`src/rtl/alu_pkg.sv`:
```
// Shared definitions for the ALU issue/sequencing stage: ALUop codes and FSM states.
package alu_pkg;

    localparam logic [2:0] OP_AND = 3'b000;
    localparam logic [2:0] OP_OR  = 3'b001;
    localparam logic [2:0] OP_XOR = 3'b010;
    localparam logic [2:0] OP_NOR = 3'b011;
    localparam logic [2:0] OP_SLT = 3'b100;
    localparam logic [2:0] OP_ADD = 3'b101;
    localparam logic [2:0] OP_SUB = 3'b110;
    localparam logic [2:0] OP_MOD = 3'b111;

    typedef enum logic [2:0] {
        ST_IDLE,
        ST_EXEC,
        ST_MOD_RST,
        ST_MOD_WAIT,
        ST_RESP
    } state_t;

endpackage

```
`src/rtl/alu_mod_timer.sv`:
```
// Cycle counter supervising the multi-cycle MOD unit; flags the last permitted wait cycle.
module alu_mod_timer #(
    parameter int MOD_TIMEOUT = 1024,
    parameter int CNT_W       = $clog2(MOD_TIMEOUT) + 1
) (
    input  logic             clk,
    input  logic             reset,
    input  logic             clear,
    input  logic             en,
    output logic [CNT_W-1:0] count,
    output logic             timeout
);

    always_ff @(posedge clk or negedge reset) begin
        if (!reset) begin
            count <= '0;
        end else if (clear) begin
            count <= '0;
        end else if (en && (count != CNT_W'(MOD_TIMEOUT))) begin
            count <= count + 1'b1;
        end
    end

    // Asserted in the wait cycle whose increment brings the count to MOD_TIMEOUT.
    assign timeout = en && (count == CNT_W'(MOD_TIMEOUT - 1));

endmodule

```
`src/rtl/alu_seq_ctrl.sv`:
```
// Issue stage for the 32-bit ALU: accepts one op, drives the ALU, supervises MOD, returns the result.
module alu_seq_ctrl
    import alu_pkg::*;
#(
    parameter int WIDTH       = 32,
    parameter int MOD_TIMEOUT = 1024,
    parameter int CNT_W       = $clog2(MOD_TIMEOUT) + 1
) (
    input  logic             clk,
    input  logic             reset,
    input  logic             req_valid,
    output logic             req_ready,
    input  logic [WIDTH-1:0] req_a,
    input  logic [WIDTH-1:0] req_b,
    input  logic [2:0]       req_op,
    output logic             rsp_valid,
    input  logic             rsp_ready,
    output logic [WIDTH-1:0] rsp_result,
    output logic             rsp_err,
    output logic [WIDTH-1:0] alu_a,
    output logic [WIDTH-1:0] alu_b,
    output logic [2:0]       alu_op,
    output logic             alu_reset,
    input  logic [WIDTH-1:0] alu_result
);

    state_t           state;
    logic [CNT_W-1:0] mod_count;
    logic             mod_timeout;
    logic             mod_done;

    alu_mod_timer #(
        .MOD_TIMEOUT(MOD_TIMEOUT),
        .CNT_W      (CNT_W)
    ) u_timer (
        .clk    (clk),
        .reset  (reset),
        .clear  (state == ST_MOD_RST),
        .en     (state == ST_MOD_WAIT),
        .count  (mod_count),
        .timeout(mod_timeout)
    );

    // The first wait cycle still shows the pre-restart ALU output, so it is never trusted.
    assign mod_done = (mod_count != '0) && (alu_result < alu_b);

    always_ff @(posedge clk or negedge reset) begin
        if (!reset) begin
            state      <= ST_IDLE;
            req_ready  <= 1'b1;
            rsp_valid  <= 1'b0;
            rsp_result <= '0;
            rsp_err    <= 1'b0;
            alu_a      <= '0;
            alu_b      <= '0;
            alu_op     <= OP_AND;
            alu_reset  <= 1'b0;
        end else begin
            alu_reset <= 1'b1;
            case (state)
                ST_IDLE: begin
                    if (req_valid) begin
                        alu_a     <= req_a;
                        alu_b     <= req_b;
                        alu_op    <= req_op;
                        req_ready <= 1'b0;
                        if (req_op != OP_MOD) begin
                            state <= ST_EXEC;
                        end else if (req_b == '0) begin
                            rsp_result <= '0;
                            rsp_err    <= 1'b1;
                            rsp_valid  <= 1'b1;
                            state      <= ST_RESP;
                        end else begin
                            alu_reset <= 1'b0;
                            state     <= ST_MOD_RST;
                        end
                    end
                end
                ST_EXEC: begin
                    rsp_result <= alu_result;
                    rsp_err    <= 1'b0;
                    rsp_valid  <= 1'b1;
                    state      <= ST_RESP;
                end
                ST_MOD_RST: begin
                    state <= ST_MOD_WAIT;
                end
                ST_MOD_WAIT: begin
                    if (mod_done || mod_timeout) begin
                        rsp_result <= alu_result;
                        rsp_err    <= !mod_done;
                        rsp_valid  <= 1'b1;
                        state      <= ST_RESP;
                    end
                end
                ST_RESP: begin
                    if (rsp_ready) begin
                        rsp_valid <= 1'b0;
                        req_ready <= 1'b1;
                        state     <= ST_IDLE;
                    end
                end
                default: begin
                    rsp_valid <= 1'b0;
                    req_ready <= 1'b1;
                    state     <= ST_IDLE;
                end
            endcase
        end
    end

endmodule

```
`config.mk`:
```
export PLATFORM = sky130hd
export DESIGN_NAME = alu_seq_ctrl
export DESIGN_NICKNAME = d
export VERILOG_FILES = /design/src/rtl/alu_pkg.sv /design/src/rtl/alu_mod_timer.sv /design/src/rtl/alu_seq_ctrl.sv
export SDC_FILE = /design/constraint.sdc
export NUM_CORES = 1
export LEC_CHECK = 0
export ABC_AREA = 1
export CAP_MARGIN = 5
export CORE_MARGIN = 8
export CORE_UTILIZATION = 35
export CTS_CLUSTER_DIAMETER = 30
export DETAILED_ROUTE_END_ITERATION = 8
export PLACE_DENSITY = 0.61
export SYNTH_ARGS = -nofsm -noshare
export SYNTH_HDL_FRONTEND = slang
export SYNTH_HIERARCHICAL = 1
export SYNTH_SLANG_ARGS = --single-unit
export TNS_END_PERCENT = 1
```
`constraint.sdc`:
```
create_clock -name clk -period 4.9 [get_ports clk]
set_input_delay 0.98 -clock clk [delete_from_list [all_inputs] [get_ports clk]]
set_output_delay 0.98 -clock clk [all_outputs]
set_load 0.02 [all_outputs]
```
Word level (Yosys, flattened, before mapping)
Index checks and enable logic that the tools add are counted.

Bits in registers: 117. Output and inout bits: 103.

Add/sub/neg operators: 1. Magnitude comparators: 1. Equal/unequal tests: 12. Multiplexer cells: 28. Bitwise operators: 2. Reduce and logical (&&, ||, !) cells: 16.

Operator list (number): 32-bit 2-to-1 mux (4); 32-bit case mux with 3 select lines (1); 32-bit zero test (1); 32-bit < comparator (1); 11-bit 2-to-1 mux (2); 3-bit 2-to-1 mux (5); 3-bit case mux with 5 select lines (1); 1-bit 2-to-1 mux (12); 11-bit by 1-bit adder with 11-bit output, second input constant (1); 11-bit by 10-bit == test with 1-bit output, second input constant (1); 11-bit inequality test, second input constant (1); 11-bit nonzero test (1); 2-bit inequality test, second input constant (5); 3-bit by 2-bit == test with 1-bit output, second input constant (2); 1-bit case mux with 3 select lines (2); 3-bit AND reduction (2); 6-bit AND reduction (1); 1-bit case mux with 5 select lines (1); 5-bit AND reduction (1); 3-bit by 1-bit == test with 1-bit output, second input constant (1); 3-bit == test, second input constant (1); 1-bit logical AND (3); 3-bit zero test (1); 3-bit inequality test, second input constant (1); 7 further kinds (8).

Depth between registers and ports, before layout
Word-level depth: 5. Mapped depth: 17.

By module
Netlist, hierarchy kept.

Modules (own cells, without submodules): alu_seq_ctrl (instances 1, cells an instance 641, area an instance 5288.8 um^2, sequential area each 2653.8 um^2); alu_mod_timer (instances 1, cells an instance 99, area an instance 714.4 um^2, sequential area each 275.3 um^2).

Worst setup path before layout
OpenSTA, ideal clock, no wires.

Kind: input port to flip-flop. From: input alu_result[31]. To: register rsp_result[10]. Setup time: 0.117 ns. Arrival: 2.250 ns. Path slack: 2.533 ns. Stages: 11. Buffers on the path: 1. Cells stage by stage: ha_1 nand2_1 nor2_2 nand4_1 nor4_2 nand2_1 nand2_2 nand2_4 buf_2 nand3b_1 nand2_1.

Longest elaborated chain between the ends: 5.

Ends and longest elaborated chain: start, declared (RTL line alu_seq_ctrl.sv:24) `input logic [WIDTH-1:0] alu_result`; 32-bit < comparator (RTL line alu_seq_ctrl.sv:45) `assign mod_done = (mod_count != '0) && (alu_result < alu_b);`; 1-bit logical AND (RTL line alu_seq_ctrl.sv:45); 1-bit logical OR (RTL line alu_seq_ctrl.sv:90) `if (mod_done || mod_timeout) begin`; 2-bit inequality test (no source line); 5-bit AND reduction (no source line); end signal, assigned (RTL line alu_seq_ctrl.sv:81) `rsp_result <= alu_result;`; end signal, assigned (RTL line alu_seq_ctrl.sv:91) `rsp_result <= alu_result;`; end, declared (RTL line alu_seq_ctrl.sv:18) `output logic [WIDTH-1:0] rsp_result,`.

No other way between the ends. A chain may end at the register's enable or synchronous reset.

Worst setup path in the final report
From: input alu_result[15]. To: register rsp_result[31].

Same word-level chain as after synthesis.

==> summary by stage <==
Floorplanning
The number of rows created at floorplan is 48. For this design the top-level I/O count stands at about 200. The die covers 21,600 sq um. For this configuration, the core starts out at a cell density of 35.20%.

The die is approximately 150 um wide. The die is 147.0 um tall. The floorplan core area is 17,060 sq um.

Critical path
By startpoint and endpoint, the worst setup path is classified as in -> reg. The register-to-register path setup slack is around 2500 ps. The data required time of the worst path is about 5200 ps. STA puts the critical path data arrival time at between 3000 and 4000 ps. The type of destination of the critical path is a flop. The cell class contributing the biggest share of worst-path delay is simple AND/OR/NAND/NOR gates.

The startpoint identified for the worst register-to-register timing path is alu_b[17]$_DFFE_PN0P_. The depth of the critical timing path with buffers and inverters included is 14. STA classifies the critical path startpoint as a primary input. The endpoint identified for the worst register-to-register timing path is rsp_result[31]$_DFFE_PN0P_.

The slowest stage of the critical path is the sky130_fd_sc_hd__clkdlybuf4s50_1 cell. The critical path's most frequent cell is sky130_fd_sc_hd__nand2_1. For this run, the slowest stage of the critical path takes around 520 ps.

The critical path buffer and inverter count is 3. The critical path goes through clkdlybuf4s50_1, ha_1, nand2_1, inv_1, nand3_1, inv_1, a21oi_1, nand2_1, nand2_1, nand2_2, nand2_4, nand2_8, nand2_1, nand2_1. Along the worst path, the maximum fanout reaches 36. The length in cells of the worst reg-to-reg path is 12.

Power
In this run switching power makes up about two fifths of total power. The fraction of power consumed by the clock network is between 20% and 30%. The internal power of the cells totals between 3000 and 4000 uW.

The reported leakage power is around 0.0042 uW. Overall power consumption after layout is estimated at ~5300 uW. The power per unit of standard cell area is around 600 nW/um^2. Per report_power, the sequential group accounts for 28.8% of the total. The portion of total power attributed to combinational logic is 47.8%. The peak supply drop is 0.0003267 V. In this run the power spent charging and discharging nets is roughly 2100 uW.

Run status
The flow ran to the end, and the final reports show no timing, DRC or antenna violations.

Route
The detail route stage leaves a number of antenna-violating nets equal to 0. Summed over all layers, the routed wires come to about 19,000 um. The initial DRC count is between 200 and 300.

The number of remaining DRC errors is 0. The length of the first detailed-routing pass in iterations is 4. The detailed router placed around 5,400 vias in this run. The detail-routed via count per cell is 4.589. In the final routed layout, each cell accounts on average for between 15 and 20 um.

Global routing
The number of global-route vias before repair is between 5,000 and 6,000. The first global-routing pass estimated 30,270 um of wire. The met3 usage is 5.844%. Entering global routing, the biggest net connects 96 pins. The initial antenna violation count is 0.

Global routing finished with a remaining overflow of 0. The highest-utilization routing layer at the global route stage is met2. For met2 alone, demand over resource in global routing was between 20 and 30%. The global-route track usage on met1 is 21.98%. The all-layer global routing usage is 17.78%.

Cells and area
The utilization after layout is around half. Fill cells in the final layout number between 1,500 and 2,000. The layout net count is 1,079. The area growth from synthesis to layout is 46.83%.

The number of diodes is 0. After routing the design area is ~9000 sq um. The fraction of final layout cells with drive strength greater than 1 is under 10%.

Timing
The final critical-path share of the clock period is about three fifths. On the final layout, the worst clock skew is ~13 ps. The final total negative setup slack is 0 ps.

The clock period could shrink to 3028 ps. The hold violation total from the final report is 0. The timing-limited maximum frequency is 330.3 MHz. The remaining max-slew budget at the tightest pin is ~27%. Setup violations remaining at the end of the flow were counted as 0. Setup repair after global routing left no endpoint under its margin. The number of pins with negative max-slew slack in the final report is 0. The transition time at the pin with the least slew margin is between 1000 and 1500 ps. The worst slack on hold paths is ~470 ps.

Logic synthesis
The number of synthesized flops with an enable pin is 0. The number of warnings issued by yosys is 6. Of the synthesized area, sequential elements account for between 40% and 50%. Counting every instance in the synthesized netlist gives 740.

Counting every net in the synthesized netlist gives 876. A synthesized cell averages about 8.1 sq um. Synthesis inferred 117 register bits. The synthesized netlist contains 33 unique library cells.

The main flop type after synthesis is sky130_fd_sc_hd__dfrtp_1. In the synthesized netlist the async set-or-reset flop fraction comes to 100.0%. The netlist area before placement is roughly 6000 sq um.

Clocking
The clock net in this run drives a total of roughly 120 sinks. The H-tree was split into 4 levels. The number of hold-repair buffers added at the cts stage is 0. The cell sitting at the root of the clock tree is a sky130_fd_sc_hd__clkbuf_16.

The CTS tree is yes. Clock-pin slew was measured on the worst setup and hold paths at roughly 50 ps. The number of buffers inserted to repair setup after CTS is 0. No sink is reached through more buffers than the 2 on the longest clock path.

The clock latency on the worst-skew pair is 410 ps. Gates resized during post-CTS repair numbered 0. Clock tree synthesis inserted a total of 17 buffers.

Place
Buffers placed on the I/O ports in this run total 205. After detailed placement, the total cell area comes to 8230 sq um. At the end of routability-driven placement, the weighted congestion stood at ~0.85.

The HPWL after detailed placement is 14,030 um.

Min path
The worst hold path begins at alu_a[30]$_DFFE_PN0P_. The class of the tightest hold or removal check is reg -> reg. The count of cells along the worst hold path is 2. The hold path endpoint is alu_a[30]$_DFFE_PN0P_.

Run
Across the run, the number of max-cap violations was 0.
cells in the mapped netlist, types with 2 or more instances:
cell	count	area, sq um
sky130_fd_sc_hd__xor2_1	4	35.03
sky130_fd_sc_hd__nor2_1	42	157.7
sky130_fd_sc_hd__nand3b_1	31	232.7
sky130_fd_sc_hd__ha_1	33	412.9
sky130_fd_sc_hd__clkbuf_1	10	37.54
sky130_fd_sc_hd__o21ai_0	43	215.2
sky130_fd_sc_hd__inv_1	57	214.0
sky130_fd_sc_hd__a21oi_1	16	80.08
sky130_fd_sc_hd__nand4_1	10	62.56
sky130_fd_sc_hd__nand3_1	15	75.07
sky130_fd_sc_hd__inv_2	2	7.510
sky130_fd_sc_hd__buf_2	9	45.04
sky130_fd_sc_hd__dfrtp_1	116	2903
sky130_fd_sc_hd__buf_6	3	33.78
sky130_fd_sc_hd__nor3_2	2	20.02
sky130_fd_sc_hd__buf_4	4	30.03
sky130_fd_sc_hd__nand2_1	306	1149
sky130_fd_sc_hd__nor2_2	7	43.79
sky130_fd_sc_hd__nor3_1	7	35.03
sky130_fd_sc_hd__nand2_2	10	62.56
cell type report:
type                            count  area, sq um  area share, %
Timing Repair Buffer              210         2087          23.68
Multi-Input combinational cell    537         2703          30.66
Clock inverter                      8        100.1          1.136
Inverter                           60        230.2          2.612
Sequential cell                   117         2929          33.23
Clock buffer                       22        484.2          5.493
Tap cell                          225        281.5          3.194
worst reg2reg max path, cell delays in order (launching register included):
cell                      delay (ps)
sky130_fd_sc_hd__dfrtp_1         380
sky130_fd_sc_hd__inv_1           110
sky130_fd_sc_hd__ha_1            260
sky130_fd_sc_hd__a21oi_1         140
sky130_fd_sc_hd__o21ai_0         150
sky130_fd_sc_hd__nand2_1         100
sky130_fd_sc_hd__a21oi_1          60
sky130_fd_sc_hd__nor2_1          130
sky130_fd_sc_hd__nand2_2         100
sky130_fd_sc_hd__nand2_4         370
sky130_fd_sc_hd__nand2_8         290
sky130_fd_sc_hd__nand2_1         150
sky130_fd_sc_hd__nand2_1          60
stage by stage:
| stage | worst slack, ps | instances |
|---|---|---|
| after detailed placement | 1437 | 1149 |
| after global placement | 1444 | 1149 |
| after CTS | 1871 | 1179 |
| final | 1872 | 1179 |
| after floorplan | 2533 | 740 |
| after global routing | 1606 | 1179 |
logic make-up (layout without fill, tap and decap cells):
| family | count (synthesis) | count (layout) | share of synthesized area (%) |
|---|---|---|---|
| AOI/OAI and AO/OA | 61 | 61 | 5.127 |
| xor gates and xnor gates | 4 | 4 | 0.5835 |
| adders and majority gates | 33 | 33 | 6.878 |
| buffers and inverters | 86 | 300 | 6.274 |
| DFF | 117 | 117 | 48.79 |
| and+or+nand+nor | 439 | 439 | 32.35 |
power groups by stage:
stage / clock network (uW) / logic [uW] / registers, uW
finish: 1230 / 2520 / 1520
global route: 1300 / 2780 / 1560
CTS: 1260 / 2570 / 1520
detailed placement: 0 / 2560 / 1530
global placement: 0 / 2550 / 1520
floorplan: 0 / 1070 / 1920
worst max path at each step:
| stage | from | to | slack, ps |
|---|---|---|---|
| CTS | alu_result[15] | rsp_result[2]$_DFFE_PN0P_ | 1870 |
| finish | alu_result[15] | rsp_result[31]$_DFFE_PN0P_ | 1870 |
| floorplan | alu_result[31] | rsp_result[10]$_DFFE_PN0P_ | 2530 |
| global route | alu_result[15] | rsp_result[31]$_DFFE_PN0P_ | 1610 |
| global placement | alu_result[5] | rsp_result[29]$_DFFE_PN0P_ | 1440 |
| detailed placement | alu_result[15] | rsp_result[8]$_DFFE_PN0P_ | 1440 |
routing by layer:
layer	share of wire [%]	wire length, um
met1	44	8402
met2	47	8907
met3	6.8	1282
met4	1.6	302
met5	0	0
state kept, by name, indices dropped and copies added (netlist names):
register       count
alu_op             3
u_timer/count     11
state              3
rsp_err            1
rsp_result        32
req_ready          1
alu_b             32
alu_reset          1
alu_a             32
rsp_valid          1
placed cells by master, fill, tap and decap left out, drive strengths merged:
cell type,synthesis,final
nand2,318,318
clkdlybuf4s50,0,204
dfrtp,116,116
inv,59,59
nor2,51,51
o21ai,44,44
ha,33,33
nand3b,31,31
clkbuf,10,22
a21oi,16,16
nand3,16,16
nand4,10,10
nor3,9,9
buf,16,6
clkinvlp,0,4
xor2,4,4
clkinv,1,3
bufinv,0,2
nor4,2,2
o21a,1,1
and3,1,1
dfstp,1,1
or2,1,1
Power figures use the tool's default switching activity.
